[config.mk]
export PLATFORM = sky130hd
export DESIGN_NAME = seq_divider
export DESIGN_NICKNAME = d
export VERILOG_FILES = /design/src/rtl/seq_divider.sv
export SDC_FILE = /design/constraint.sdc
export NUM_CORES = 1
export LEC_CHECK = 0
export BUFFER_PORTS_ARGS = -buffer_cell sky130_fd_sc_hd__buf_2
export CORE_MARGIN = 10
export CORE_UTILIZATION = 59
export DETAILED_ROUTE_END_ITERATION = 7
export GPL_TIMING_DRIVEN = 0
export PLACE_DENSITY = 0.9
export SYNTH_ARGS = -nofsm -noshare
export SYNTH_HDL_FRONTEND = slang
export SYNTH_SLANG_ARGS = --single-unit
export TNS_END_PERCENT = 5
[constraint.sdc]
create_clock -name aclk -period 3.89 [get_ports aclk]
set_input_delay 0.5835 -clock aclk [delete_from_list [all_inputs] [get_ports aclk]]
set_output_delay 0.5835 -clock aclk [all_outputs]
set_load 0.05 [all_outputs]
[src/rtl/seq_divider.sv]
// Multi-cycle radix-2 signed divider: restoring division on 33-bit magnitudes, one quotient bit per cycle.
// Optional macro DIV_ZERO_FAST_EN: a zero divisor skips the iteration phase and finishes with latency 1.
module seq_divider (
    input  logic        aclk,
    input  logic        reset,
    input  logic [32:0] s_axis_dividend_tdata,
    input  logic        s_axis_dividend_tvalid,
    input  logic [32:0] s_axis_divisor_tdata,
    input  logic        s_axis_divisor_tvalid,
    output logic [79:0] m_axis_dout_tdata,
    output logic        m_axis_dout_tvalid
);

    typedef enum logic [1:0] {IDLE, ITER, FIX, DONE} state_t;

    state_t      state;
    logic [32:0] dvd;       // dividend magnitude; quotient bits shift in at the LSB
    logic [32:0] dsr;
    logic [32:0] rem;
    logic [5:0]  cnt;
    logic        dvd_sign;
    logic        q_sign;
    logic        div_zero;

    logic [33:0] trial;
    logic [33:0] diff;
    logic [32:0] abs_dividend;
    logic [32:0] abs_divisor;
    logic [32:0] q_fix;
    logic [32:0] r_fix;
    logic        accept;

    // NOTE: every always_comb output gets a default first so no latch can be inferred.
    always_comb begin
        trial        = {rem, dvd[32]};
        diff         = trial - {1'b0, dsr};
        abs_dividend = s_axis_dividend_tdata[32] ? (33'd0 - s_axis_dividend_tdata)
                                                 : s_axis_dividend_tdata;
        abs_divisor  = s_axis_divisor_tdata[32] ? (33'd0 - s_axis_divisor_tdata)
                                                : s_axis_divisor_tdata;
        q_fix        = q_sign ? (33'd0 - dvd) : dvd;
        if (div_zero)
            q_fix = 33'h1_FFFF_FFFF;
        // Remainder magnitude equals |dividend| on divide-by-zero, so the sign fix restores it exactly.
        r_fix        = dvd_sign ? (33'd0 - rem) : rem;
        accept       = s_axis_dividend_tvalid && s_axis_divisor_tvalid;
    end

    // NOTE: sequential state uses non-blocking assignments only, so every register sees pre-edge values.
    always_ff @(posedge aclk) begin
        if (reset) begin
            state              <= IDLE;
            dvd                <= '0;
            dsr                <= '0;
            rem                <= '0;
            cnt                <= '0;
            dvd_sign           <= 1'b0;
            q_sign             <= 1'b0;
            div_zero           <= 1'b0;
            m_axis_dout_tdata  <= '0;
            m_axis_dout_tvalid <= 1'b0;
        end else begin
            case (state)
                IDLE: begin
                    if (accept) begin
                        dvd      <= abs_dividend;
                        dsr      <= abs_divisor;
                        dvd_sign <= s_axis_dividend_tdata[32];
                        q_sign   <= s_axis_dividend_tdata[32] ^ s_axis_divisor_tdata[32];
                        div_zero <= (s_axis_divisor_tdata == 33'd0);
                        cnt      <= '0;
`ifdef DIV_ZERO_FAST_EN
                        if (s_axis_divisor_tdata == 33'd0) begin
                            rem   <= abs_dividend;
                            state <= FIX;
                        end else begin
                            rem   <= '0;
                            state <= ITER;
                        end
`else
                        rem      <= '0;
                        state    <= ITER;
`endif
                    end
                end
                ITER: begin
                    if (!diff[33])
                        rem <= diff[32:0];
                    else
                        rem <= trial[32:0];
                    dvd <= {dvd[31:0], ~diff[33]};
                    cnt <= cnt + 6'd1;
                    if (cnt == 6'd32)
                        state <= FIX;
                end
                FIX: begin
                    m_axis_dout_tdata  <= {{7{q_fix[32]}}, q_fix, {7{r_fix[32]}}, r_fix};
                    m_axis_dout_tvalid <= 1'b1;
                    state              <= DONE;
                end
                DONE: begin
                    m_axis_dout_tvalid <= 1'b0;
                    state              <= IDLE;
                end
                default: state <= IDLE;
            endcase
        end
    end

endmodule

==> reports/metrics.cfg, run 1 <==
[outcome]
outcome=finished clean

[floorplanning]
ios=151
core_area_um2=18100
fp-row-count=49
die_w_um=156
start_util=0.603
die_y_um=156
dieArea_um2=24300

[placed_design]
gp_congestion=0.943
dp_hpwl_um=24900
dp.cells=1726
numPortBuffers=148
post_dp_cell_area_um2=11900

[yosys]
synth_compound_area_frac=0.233
ys_types=66
yosys.area_share.xor_xnor=0.124
synth_top_area_cell=dfxtp_1
synth_area_per_cell_um2=8.08
synthArstFlopShare=0
synthSimpleGateAreaFrac=0.174
synth_seq_cells=177
yosys_warnings=0
yosysSeqAreaShare=0.325
synthCells=1349
syn_area_um2=10900
netlist_top_cells_count=dfxtp_1, nor2_1, nand2_1, o21ai_0
synth_top_cells_by_area=dfxtp_1, xnor2_1, xor2_1
synthMuxAreaShare=0.0331
synthFlopType=dfxtp_1
synth_most_common_cell=dfxtp_1
synth_top_family_by_area=compound AO/OA/AOI/OAI gates
synth_fp_nets=1464
synthAdderAreaFrac=0.0523
synth_edf_count=0
synth_top_area_frac=0.325

[hold_path]
hold_depth=3
hold_class=primary input to flip-flop
min_to=dsr[0]$_SDFFE_PP0P_
hp-start=s_axis_divisor_tdata[0]

[clocking]
cts_root_buf=clkbuf_16
cts_tree=done
cts_setup_buffers=0
cts-hold-fix-buffers=0
numCtsBuffers=17
path_clk_slew_ns=0.07
clockBufferDepth=2
htree_levels=4
cts_sinks=177
clkLatencyLatePin_ns=0.44

[sta]
holdWs_ns=0.428
fmax_ghz=0.270
rsz0062_at_grt=false
slew_headroom=0.441
layout_min_cycle_time_ns=3.71
setup_violations=0
period_share=0.953
worst_pin_slew_ns=0.831
finalMaxSlewViolations=0
final.setup_skew_ns=0.0102
finalHoldViolCount=0

[global_route]
grt_pass1_wl_um=52200
antenna_found_initial=7
grt_pass1_vias=10500
grt_max_degree=18
grt.total_usage=0.260
grt.overflow.total=0

[setup_path]
required_ns=4.21
r2r_slack_ns=0.18
crit_type=flip-flop to flip-flop
timing.rr.start=rem[0]$_SDFFE_PP0P_
r2r-end=rem[30]$_SDFFE_PP0P_
cp.arrival_ns=4.03
worstPathMaxFanout=10
cp-start-kind=flip-flop
reg2reg_depth=11
crit_path_end_kind=flip-flop

[detailed_routing]
antenna_left=0
routed-via-count=10900
drc=0
drt_iter0_drc=1035
viasPerCell=6.21
wl_per_cell_um=18.8
dr.pass1.iters=6
wl_um=33100

[power]
total_power_mw=8.82
power_density_nw_per_um2=702
p_leak_nw=5.09
ir_drop_mv=0.452

[layout]
fin_area_um2=12600
syn2layout_area_growth_pct=15.2
drive_above_1_share=0.142
utilization=0.694
fin_cells=1760
fin_nets=1631

[run]
drv_cap=0

## worst max-delay path, cell delays in order (launching register included)
cell and delay [ns]:
dfxtp_1 0.53, ha_1 0.29, nor2b_1 0.14, o2111ai_1 0.24, a31oi_1 0.23, a211oi_2 0.42
o21ai_2 0.17, a31o_2 0.32, xor2_4 0.44, clkbuf_2 0.42, mux2i_1 0.29, o2bb2ai_1 0.08
## report_power, final
part           total, mW  internal, mW  switching, mW
clock               1.79         0.988          0.804
combinational       4.55          1.55           2.99
sequential          2.48          2.18          0.295
## metrics by stage
stage,setup TNS (ns),worst slack [ns]
6_report,0,0.184
5_1_grt,0,0.122
4_1_cts,0,0.0279
3_5_place_dp,-3.50,-0.327
3_3_place_gp,-2.47,-0.312
2_1_floorplan,0,0.696
## cell families after synthesis
kind of cell,count (synthesis)
mux,36
xor+xnor,153
compound gates,369
fa+ha+maj,45
buf+inv,155
flops,177
simple gates,414
## worst max path at each step
| stage | startpoint | to | depth (start not counted) |
|---|---|---|---|
| after global routing | rem[6]$_SDFFE_PP0P_ | m_axis_dout_tdata[39]$_SDFFE_PP0P_ | 10 |
| after detailed placement | rem[0]$_SDFFE_PP0P_ | rem[30]$_SDFFE_PP0P_ | 11 |
| after global placement | rem[0]$_SDFFE_PP0P_ | rem[30]$_SDFFE_PP0P_ | 11 |
| after CTS | rem[0]$_SDFFE_PP0P_ | rem[23]$_SDFFE_PP0P_ | 11 |
| final | rem[0]$_SDFFE_PP0P_ | rem[30]$_SDFFE_PP0P_ | 11 |
| after floorplan | rem[0]$_SDFFE_PP0P_ | rem[28]$_SDFFE_PP0P_ | 11 |
## layout make-up
class | instances | area [µm²]
Antenna cell | 2 | 5.00
Buffer | 98 | 425
Clock buffer | 18 | 439
Clock inverter | 14 | 166
Fill cell | 1433 | 5530
Inverter | 57 | 214
Multi-Input combinational cell | 1017 | 6740
Sequential cell | 177 | 3540
Tap cell | 229 | 287
Timing Repair Buffer | 148 | 741
## state kept, by name, summed over array words and instances (netlist names)
register	flops
cnt	6
rem	33
m_axis_dout_tdata	66
dvd_sign	1
div_zero	1
m_axis_dout_tvalid	1
state	2
dsr	33
q_sign	1
dvd	33
## cell usage in the layout (no fill, tap or decap), types with 5 or more instances in the layout
cell,n
nor3_1,16
o31ai_1,33
clkbuf_16,17
nand3_1,17
o21bai_1,5
xnor2_1,78
or3_1,13
o211ai_1,8
nand4_1,11
nor2b_1,7
clkbuf_1,77
nand2b_1,10
ha_1,44
a222oi_1,27
o21ai_0,86
or4_1,15
buf_4,14
a21oi_1,43
and3_1,5
nand2_1,118
buf_2,151
mux2i_1,36
o41ai_1,21
o21a_1,5
o22ai_1,33
inv_1,57
dfxtp_1,177
inv_6,7
a21o_1,7
or2_2,8
nor2_1,161
nor4_1,14
a31oi_1,7
xor2_1,74
a211oi_1,63
## routing by layer
layer	vias to the layer above	GRT usage	wire, µm
li1	5201	-	-
met1	5051	0.295	12800
met2	555	0.453	16000
met3	120	0.0598	2810
met4	8	0.127	1350
met5	-	0	40
## timing repair
action | CTS | global route
endpoints found under the hold margin | 0 | 0
gates resized for setup | 2 | 3
cloned | 0 | 0
endpoints found under the setup margin | 27 | 27
(Power assumes the default switching activity.)
==> run 2, diff against run 1 <==
--- a/config.mk
+++ b/config.mk
@@ -5,7 +5,7 @@
 export SDC_FILE = /design/constraint.sdc
 export NUM_CORES = 1
 export LEC_CHECK = 0
-export BUFFER_PORTS_ARGS = -buffer_cell sky130_fd_sc_hd__buf_2
+export BUFFER_PORTS_ARGS = -buffer_cell sky130_fd_sc_hd__buf_4
 export CORE_MARGIN = 10
 export CORE_UTILIZATION = 59
 export DETAILED_ROUTE_END_ITERATION = 7
==> constraint.sdc (replaced) <==
create_clock -name aclk -period 4.1 [get_ports aclk]
set_input_delay 0.615 -clock aclk [delete_from_list [all_inputs] [get_ports aclk]]
set_output_delay 0.615 -clock aclk [all_outputs]
set_load 0.05 [all_outputs]
==> run 2 against run 1 <==
  * Design area rose by 2.6%
  * Critical path depth did not move
  * Utilization rose by 1.8 points
  * Fmax fell by 4.5%
  * Total power fell by 4.4%
  * Worst hold slack improved by 0.027 ns
  * Clock skew fell by 0.0016 ns
  * Setup slack improved by 0.035 ns
  * First-iteration DRC count rose by 20%
  * Clock-buffer cell count fell by 1
  * Sequential share of layout area fell by 0.70 points
  * Global-route usage rose by 0.30 points
  * Critical endpoint is now rem[27]$_SDFFE_PP0P_
  * Largest cell class unchanged
==> reports/metrics.cfg, run 2 (synthesis results as in run 1) <==
[detailed_routing]
drt_iter0_drc=1237
antenna_left=0
routed-via-count=11000
drc=0
viasPerCell=6.23
wl_um=33400
wl_per_cell_um=19.0
dr.pass1.iters=8

[layout]
utilization=0.712
fin_nets=1631
largest_register_ffs=66
top_register=m_axis_dout_tdata
syn2layout_area_growth_pct=18.2
final_common_cell=dfxtp_1
drive_above_1_share=0.141
diodes=0
nFillCells=1400
fin_area_um2=12900
layout_common_cells=dfxtp_1, buf_4, nor2_1, nand2_1, o21ai_0

[global_route]
grt_pass1_vias=10600
grt_max_degree=19
antenna_found_initial=1
grt_pass1_wl_um=52800
grt.overflow.total=0
grt.total_usage=0.263

[sta]
layout_min_cycle_time_ns=3.88
finalSetupTns_ns=0
worst_pin_slew_ns=0.837
slew_headroom=0.442
rsz0062_at_grt=false
period_share=0.947
final.setup_skew_ns=0.00860
finalHoldViolCount=0
finalMaxSlewViolations=0
fmax_ghz=0.258
setup_violations=0
holdWs_ns=0.455

[setup_path]
crit_type=flip-flop to flip-flop
reg2reg_depth=11
r2r_slack_ns=0.22
crit_path_end_kind=flip-flop
timing.rr.start=rem[0]$_SDFFE_PP0P_
cp.arrival_ns=4.18
cp-start-kind=flip-flop
worstPathMaxFanout=10
required_ns=4.40
r2r-end=rem[27]$_SDFFE_PP0P_

[hold_path]
hold_class=flip-flop to flip-flop
hold_depth=2
min_to=dsr[13]$_SDFFE_PP0P_
hp-start=dsr[13]$_SDFFE_PP0P_

[clocking]
cts_sinks=177
cts-hold-fix-buffers=0
clkLatencyLatePin_ns=0.44
clockBufferDepth=2
cts_tree=done
cts_resized=1
cts_setup_buffers=0
numCtsBuffers=17
path_clk_slew_ns=0.07
cts_root_buf=clkbuf_16
htree_levels=4

[power]
power_density_nw_per_um2=654
ir_drop_mv=0.460
p_leak_nw=5.12
total_power_mw=8.43

[placed_design]
dp_hpwl_um=25700
gp_congestion=0.959
post_dp_cell_area_um2=12300
numPortBuffers=148

[floorplanning]
die_y_um=156
core_area_um2=18100
fp-row-count=49
start_util=0.603
dieArea_um2=24300
ios=151
die_w_um=156

[outcome]
outcome=finished clean

[run]
drv_cap=0

## run 2: cell count changes in the layout (fill, tap and decap cells not counted), moves of 2 or more
cell,previous run,this run
inv_8,2,5
diode_2,2,0
buf_2,151,3
inv_6,7,5
buf_4,14,162
bufinv_16,2,0
## run 2: layout make-up
type,instances,area (µm²),area share
plain buffers,98,425,0.0330
clock buffers,17,425,0.0330
clock inverters,15,139,0.0108
inverters,57,214,0.0166
multi-input cells,1017,6740,0.523
flip-flops and latches,177,3540,0.275
well taps,229,287,0.0222
repair buffers,148,1110,0.0863
## run 2: critical path, stage by stage (launching register included)
cell and delay, ns:
dfxtp_1 0.41, ha_1 0.31, nor2b_1 0.20, o2111ai_1 0.18, a31oi_1 0.38, a211oi_2 0.18, o21ai_0 0.60, a31o_2 0.32
xor2_4 0.42, buf_2 0.38, mux2i_1 0.23, o21ai_0 0.11
## run 2: worst max-delay path by stage
| stage | start | endpoint | slack (ns) | depth (start not counted) |
|---|---|---|---|---|
| floorplan | rem[0]$_SDFFE_PP0P_ | rem[28]$_SDFFE_PP0P_ | 0.91 | 11 |
| global placement | rem[0]$_SDFFE_PP0P_ | rem[29]$_SDFFE_PP0P_ | 0.02 | 11 |
| detailed placement | rem[0]$_SDFFE_PP0P_ | rem[29]$_SDFFE_PP0P_ | -0.07 | 11 |
| CTS | rem[0]$_SDFFE_PP0P_ | rem[29]$_SDFFE_PP0P_ | 0.09 | 11 |
| global route | rem[0]$_SDFFE_PP0P_ | rem[27]$_SDFFE_PP0P_ | 0.05 | 11 |
| finish | rem[0]$_SDFFE_PP0P_ | rem[27]$_SDFFE_PP0P_ | 0.22 | 11 |
## run 2: routing by layer
metal	global-route usage	wire length, µm
met1	0.299	12800
met2	0.458	16200
met3	0.0557	2910
met4	0.135	1440
met5	0	12
## run 2: power breakdown
| group | switching (mW) | total (mW) | internal [mW] |
|---|---|---|---|
| Clock | 0.780 | 1.59 | 0.807 |
| Combinational | 2.85 | 4.47 | 1.62 |
| Sequential | 0.300 | 2.37 | 2.07 |
| Total | 3.93 | 8.43 | 4.50 |
## run 2: per-stage QoR
stage / worst slack (ns) / std cells
floorplan: 0.906 / 1349
global placement: 0.0248 / 1726
detailed placement: -0.0714 / 1726
CTS: 0.0855 / 1758
global route: 0.0469 / 1758
finish: 0.218 / 1758
